`src/rtl/song_timer.sv`:
```
// Track-time controller on the 1 Hz tick: latches song length, counts elapsed play
// time, and registers remaining time (binary and BCD), percent progress and the finish pulse.
module song_timer #(
  parameter int unsigned MAX_MIN = 99
) (
  input  logic        clk_second,
  input  logic        rst_n,
  input  logic        load,
  input  logic [7:0]  len_min,
  input  logic [7:0]  len_sec,
  input  logic        play,
  input  logic        repeat_en,
  output logic        o_finish_song,
  output logic [1:0]  state,
  output logic [7:0]  elapsed_min,
  output logic [7:0]  elapsed_sec,
  output logic [7:0]  remain_min,
  output logic [7:0]  remain_sec,
  output logic [15:0] remain_bcd,
  output logic [6:0]  progress
);

  typedef enum logic [1:0] {
    S_IDLE  = 2'b00,
    S_PLAY  = 2'b01,
    S_PAUSE = 2'b10,
    S_DONE  = 2'b11
  } state_e;

  localparam logic [7:0] MAX_MIN_L = 8'(MAX_MIN);

  // Handshake: none. load/play/repeat_en are levels sampled on every rising
  // clk_second edge; o_finish_song is a one-cycle registered pulse.

  state_e      state_q, state_d;
  logic [12:0] len_total_q, len_total_d;
  logic [12:0] elapsed_total_q, elapsed_total_d;
  logic        finish_q, finish_d;

  logic [7:0]  min_clamped, sec_clamped;
  logic [12:0] len_clamped;
  logic [12:0] elapsed_inc;

  always_comb begin
    min_clamped = (len_min > MAX_MIN_L) ? MAX_MIN_L : len_min;
    sec_clamped = (len_sec > 8'd59) ? 8'd59 : len_sec;
    len_clamped = {5'd0, min_clamped} * 13'd60 + {5'd0, sec_clamped};
    elapsed_inc = elapsed_total_q + 13'd1;
  end

  always_comb begin
    state_d         = state_q;
    len_total_d     = len_total_q;
    elapsed_total_d = elapsed_total_q;
    finish_d        = 1'b0;
    if (load) begin
      len_total_d     = len_clamped;
      elapsed_total_d = 13'd0;
      if (len_clamped == 13'd0) state_d = S_IDLE;
      else if (play)            state_d = S_PLAY;
      else                      state_d = S_PAUSE;
    end else begin
      case (state_q)
        S_PLAY: begin
          if (!play) begin
            state_d = S_PAUSE;
          end else if (elapsed_inc == len_total_q) begin
            finish_d = 1'b1;
            if (repeat_en) begin
              elapsed_total_d = 13'd0;
            end else begin
              elapsed_total_d = len_total_q;
              state_d         = S_DONE;
            end
          end else begin
            elapsed_total_d = elapsed_inc;
          end
        end
        S_PAUSE: if (play) state_d = S_PLAY;
        default: ;
      endcase
    end
  end

  // Display values are computed from the next-state totals so the output
  // registers always agree with the counters after the same edge.
  logic [12:0] remain_total_d;
  logic [7:0]  el_min_d, el_sec_d, rm_min_d, rm_sec_d;
  logic [15:0] bcd_d;
  logic [19:0] prod_d;
  logic [6:0]  progress_d;

  always_comb begin
    remain_total_d = len_total_d - elapsed_total_d;
    el_min_d = 8'(elapsed_total_d / 13'd60);
    el_sec_d = 8'(elapsed_total_d % 13'd60);
    rm_min_d = 8'(remain_total_d / 13'd60);
    rm_sec_d = 8'(remain_total_d % 13'd60);
    bcd_d    = {4'(rm_min_d / 8'd10), 4'(rm_min_d % 8'd10),
                4'(rm_sec_d / 8'd10), 4'(rm_sec_d % 8'd10)};
    prod_d   = 20'(elapsed_total_d) * 20'd100;
    if (len_total_d == 13'd0) progress_d = 7'd0;
    else                      progress_d = 7'(prod_d / 20'(len_total_d));
  end

  always_ff @(posedge clk_second or negedge rst_n) begin
    if (!rst_n) begin
      state_q         <= S_IDLE;
      len_total_q     <= 13'd0;
      elapsed_total_q <= 13'd0;
      finish_q        <= 1'b0;
      elapsed_min     <= 8'd0;
      elapsed_sec     <= 8'd0;
      remain_min      <= 8'd0;
      remain_sec      <= 8'd0;
      remain_bcd      <= 16'h0000;
      progress        <= 7'd0;
    end else begin
      state_q         <= state_d;
      len_total_q     <= len_total_d;
      elapsed_total_q <= elapsed_total_d;
      finish_q        <= finish_d;
      elapsed_min     <= el_min_d;
      elapsed_sec     <= el_sec_d;
      remain_min      <= rm_min_d;
      remain_sec      <= rm_sec_d;
      remain_bcd      <= bcd_d;
      progress        <= progress_d;
    end
  end

  assign o_finish_song = finish_q;
  assign state         = state_q;

endmodule

```
`config.mk`:
```
export PLATFORM = sky130hd
export DESIGN_NAME = song_timer
export DESIGN_NICKNAME = d
export VERILOG_FILES = /design/src/rtl/song_timer.sv
export SDC_FILE = /design/constraint.sdc
export NUM_CORES = 1
export LEC_CHECK = 0
export ABC_CLOCK_PERIOD_IN_PS = 68600
export CAP_MARGIN = 15
export CORE_MARGIN = 4
export CORE_UTILIZATION = 45
export DETAILED_ROUTE_END_ITERATION = 6
export SYNTH_ARGS = -nofsm -noshare
export SYNTH_HDL_FRONTEND = slang
export SYNTH_SLANG_ARGS = --single-unit
```
`constraint.sdc`:
```
create_clock -name clk_second -period 68.6 [get_ports clk_second]
set_input_delay 13.72 -clock clk_second [delete_from_list [all_inputs] [get_ports clk_second]]
set_output_delay 13.72 -clock clk_second [all_outputs]
set_load 0.01 [all_outputs]
```
Word-level counts from Yosys, hierarchy flattened
Index checks and enable logic that the tools add are counted.
Word-level totals
  bits in registers: 84
  input port bits: 21
  logic and storage cells: 57
Cells by class
  add/subtract/negate cells: 3
  multipliers: 2
  divide/modulo/power cells: 9
  $lt $le $gt $ge: 2
  eq/ne operators: 6
  multiplexer cells: 21
  reductions and logical operators: 4
Operators by type and width (count)
  13-bit two-way mux: 6
  13-bit by 6-bit divider with 13-bit output (second input constant): 2
  13-bit zero test: 2
  13-bit by 6-bit modulo with 13-bit output (second input constant): 2
  20-bit by 13-bit divider with 20-bit output: 1
  13-bit by 5-bit multiplier with 18-bit output (second input constant): 1
  8-bit by 4-bit divider with 8-bit output (second input constant): 2
  8-bit by 4-bit modulo with 8-bit output (second input constant): 2
  8-bit two-way mux: 2
  2-bit two-way mux: 7
  13-bit by 1-bit adder with 13-bit output (second input constant): 1
  13-bit by 8-bit adder with 13-bit output: 1
  13-bit equality test: 1
  13-bit subtractor: 1
  8-bit by 4-bit multiplier with 11-bit output (second input constant): 1
  8-bit by 6-bit > comparator with 1-bit output (second input constant): 1
  8-bit by 7-bit > comparator with 1-bit output (second input constant): 1
  4-bit inequality test (second input constant): 2
  7-bit two-way mux: 1
  1-bit two-way mux: 4
  2-bit one-hot mux with 2 select lines: 1
  4-bit AND reduction: 1
  3-bit inequality test (second input constant): 1
  3-bit nonzero test: 1
  2 further kinds: 2

Depth between registers and ports, before layout
  word-level depth: 9
  gate-level depth with buffers: 323
  gate-level depth less buffers: 297

Worst setup path after synthesis
OpenSTA, ideal clock, no wires.
  path kind: input -> register
  start point: input port play
  end point: register progress[0]
  setup time: 149 ps
  arrival: 69398 ps
  required time: 68451 ps
  slack: -947 ps
  stages: 297
  path through: nand2_1 or2_2 clkbuf_1 nor2_1 a2111oi_0 clkinv_1 ha_1 ha_1 inv_1 fa_1 inv_1 ha_1 buf_2 a21o_1 a31o_1 o21ba_1 o41ai_1 o21bai_1 [261 not listed] o21ai_0 nand2b_1 a21o_1 a211oi_2 nand4_2 buf_2 nor2_1 a21oi_1 ha_1 a21o_1 a21o_1 a21oi_1 o21ai_0 a21oi_1 o21ai_0 a211o_1 a2111oi_2 nor3_1
Between the ends
  longest elaborated chain between the ends: 6
Ends and longest elaborated chain
  from (decl): line 11  | input logic play,
  13-bit two-way mux: line 65  | if (!play) begin
  13-bit two-way mux: line 63  | case (state_q)
  13-bit two-way mux: line 56  | if (load) begin
  named net elapsed_total_d[3]: line 37  | logic [12:0] elapsed_total_q, elapsed_total_d;
  13-bit by 5-bit multiplier with 18-bit output: line 101  | prod_d = 20'(elapsed_total_d) * 20'd100;
  20-bit by 13-bit divider with 20-bit output: line 103  | else progress_d = 7'(prod_d / 20'(len_total_d));
  7-bit two-way mux: line 102  | if (len_total_d == 13'd0) progress_d = 7'd0;
  named net progress_d[0]: line 91  | logic [6:0] progress_d;
  to (signal assigned): line 128  | progress <= progress_d;
  to (decl): line 20  | output logic [6:0] progress
The timed path passes the listed nets, and every way through them passes these cells.
A chain may end at the register's enable or synchronous reset.

Worst setup path after layout
Ends and elaborated chain as after synthesis.

==> flow_summary_export.csv <==
group,metric,value,unit
finish,layout.cells.non_filler,3809,
global_route,grt.total_usage,0.271,
critical_path,critPathRequiredTime,68.90,ns
yosys,ys_warn_count,0,
route,drt-wirelength-per-cell,19.7,um
global_route,globalRouteOverflowTotal,0,
finish,register_area,2000,um^2
finish,post-route-util,0.531,
finish,fillCellCount,4715,
clock_network,cts_tree,"yes",
finish,n_antenna_cell,0,
timing,fin_crit,65.09,ns
finish,drive_above_1_share,0.134,
clock_network,cts-hold-fix-buffers,0,
route,drc,0,
clock_network,clk_pin_slew,0.08,ns
critical_path,slowest_delay,0.59,ns
critical_path,critical-path-slowest-cell,"or4_4",
yosys,ys_ff_latch,80,
placed_design,dpl-instance-area,24200,um^2
yosys,synth_area,22000,um^2
yosys,synth_area_per_cell,7.36,um^2
placed_design,place_congestion,0.958,
global_route,grt_max_degree,64,
timing,slew_violations,0,
floorplanning,start_util,0.459,
floorplanning,chipHeight,229,um
floorplanning,die_area,52600,um^2
clock_network,clk_latency,0.39,ns
timing,tightest_slew,0.965,ns
timing,finalSetupViolations,0,
route,first_pass_iters,7,
route,drtIter0Drc,1436,
placed_design,dp_hpwl,58.3,mm
status,status,"finished clean",
clock_network,clock_path_buffers,2,
critical_path,worst_setup_path_end_kind,"register",
floorplanning,row_count,80,
yosys,synth-edff-count,0,
yosys,yosysSeqAreaShare,0.0908,
clock_network,htree_levels,3,
clock_network,clock_sinks,80,
yosys,ys_types,117,
critical_path,cp_common_cell,"o21a_1",
clock_network,cts-root-buf,"clkbuf_16",
global_route,antenna_found_initial,0,
timing,tns,0,ns
yosys,synth-main-ff-cell,"dfrtp_1",
placed_design,portBuffers,78,
job,drv_cap,0,
worst_hold_path,holdPathStages,2,
finish,final_common_cell,"ha_1",
timing,slew_headroom,0.350,
critical_path,arrival,65.39,ns
critical_path,critical_path_class,"input port to register",
route,ant_nets,0,
clock_network,cts_buffers,9,
floorplanning,dieWidth,229,um
route,routed_wl,75.0,mm
yosys,async_reset_ff_frac,1.00,
global_route,grt_pass1_wl,118,mm
worst_hold_path,hold_class,"register to register",
placed_design,dp.cells,3733,
finish,multi_input_area,19600,um^2
route,via_per_inst,6.10,
finish,area_growth,15.8,%
route,num_vias,23200,
yosys,synthCells,2995,
finish,stdcell_area,25500,um^2
timing,fin_worst_skew,0.0209,ns
finish,nNetsFinal,3509,
timing,hold_viol_final,0,
floorplanning,io-pin-count,79,
timing,fmax,15.4,MHz
critical_path,critPathLaunchType,"input port",
floorplanning,core_area,48000,um^2
timing,period_share,0.949,
global_route,grt_pass1_vias,22300,
critical_path,r2r_cells,281,
finish,final_cell_mix,"ha_1 (273), nand2_1 (259), nor2_1 (252)",
critical_path,cp_max_fo,24,
-- registers in the layout (all words and copies together) (netlist names) --
name / flops
remain_bcd: 16
elapsed_total_q: 13
len_total_q: 13
elapsed_min: 8
progress: 7
remain_min: 7
remain_sec: 7
elapsed_sec: 6
state: 2
o_finish_song: 1
-- routing by layer --
layer,track usage,part of all wire,up-vias
met5,0,0,-
met4,0.0825,0.027,0
met3,0.0296,0.042,100
met2,0.474,0.48,562
met1,0.352,0.45,11200
li1,-,-,11400
-- cells by family after synthesis --
family                     synth area share
AOI/OAI and AO/OA                     0.279
xor gates and xnor gates              0.110
adders and majority gates             0.180
buffers and inverters                0.0447
DFF                                  0.0908
muxes                                0.0473
other                              0.000170
and+or+nand+nor                       0.248
-- repair_timing --
action                                  CTS  global route
setup buffers                             0            57
gates cloned                              0             2
endpoints found under the setup margin    1             2
resized for setup                         7           115
pin swaps                                 0            30
-- through the flow --
step	setup slack (ns)	hold slack (ns)
CTS	0.161	0.640
detailed placement	-0.883	0.627
global placement	0.347	0.614
global route	-0.362	0.689
finish	3.51	0.633
floorplan	0.0773	0.582
-- synth_stat cells, drive strengths merged, types with 51 or more instances --
cell	n	area (um^2)
a21oi	210	1050
nand2	261	985
xnor2	170	1490
o21a	81	608
nor2	262	991
o21ai	210	1060
a21o	79	593
dfrtp	80	2000
xor2	100	876
mux2	53	604
nor3	102	526
inv	161	604
nand3	66	340
clkbuf	56	211
ha	275	3440
nand2b	78	488
nor2b	51	319
-- area by class of cell --
type,instances,share of cell area
Multi-Input combinational cell,2674,0.769
Timing Repair Buffer,260,0.0846
Sequential cell,80,0.0784
Tap cell,615,0.0301
Inverter,164,0.0249
Clock buffer,9,0.00882
Clock inverter,7,0.00431
-- worst paths after layout --
path                                       to                from  slack [ns]
worst min register to register       state[0]            state[0]        0.63
worst max register to register    progress[0]  elapsed_total_q[1]       14.75
worst min-delay path                 state[0]            state[0]        0.63
max in group asynchronous       remain_bcd[0]               rst_n       54.18
min in group asynchronous       o_finish_song               rst_n       13.21
worst max-delay path              progress[0]                play        3.51
-- worst max-delay path: cells and delay by family --
family                   cells  cell delay, ns
AO/OA/AOI/OAI              137           24.13
AND/OR/NAND/NOR             86           13.75
multiplexers                 5            1.34
buffers and inverters       18            3.09
adder cells (fa/ha/maj)     25            7.93
XOR/XNOR                     8            1.30
Power is left out: the tool's default activity adds up to more than one toggle a clock period on the data nets, which glitch-free logic cannot reach.
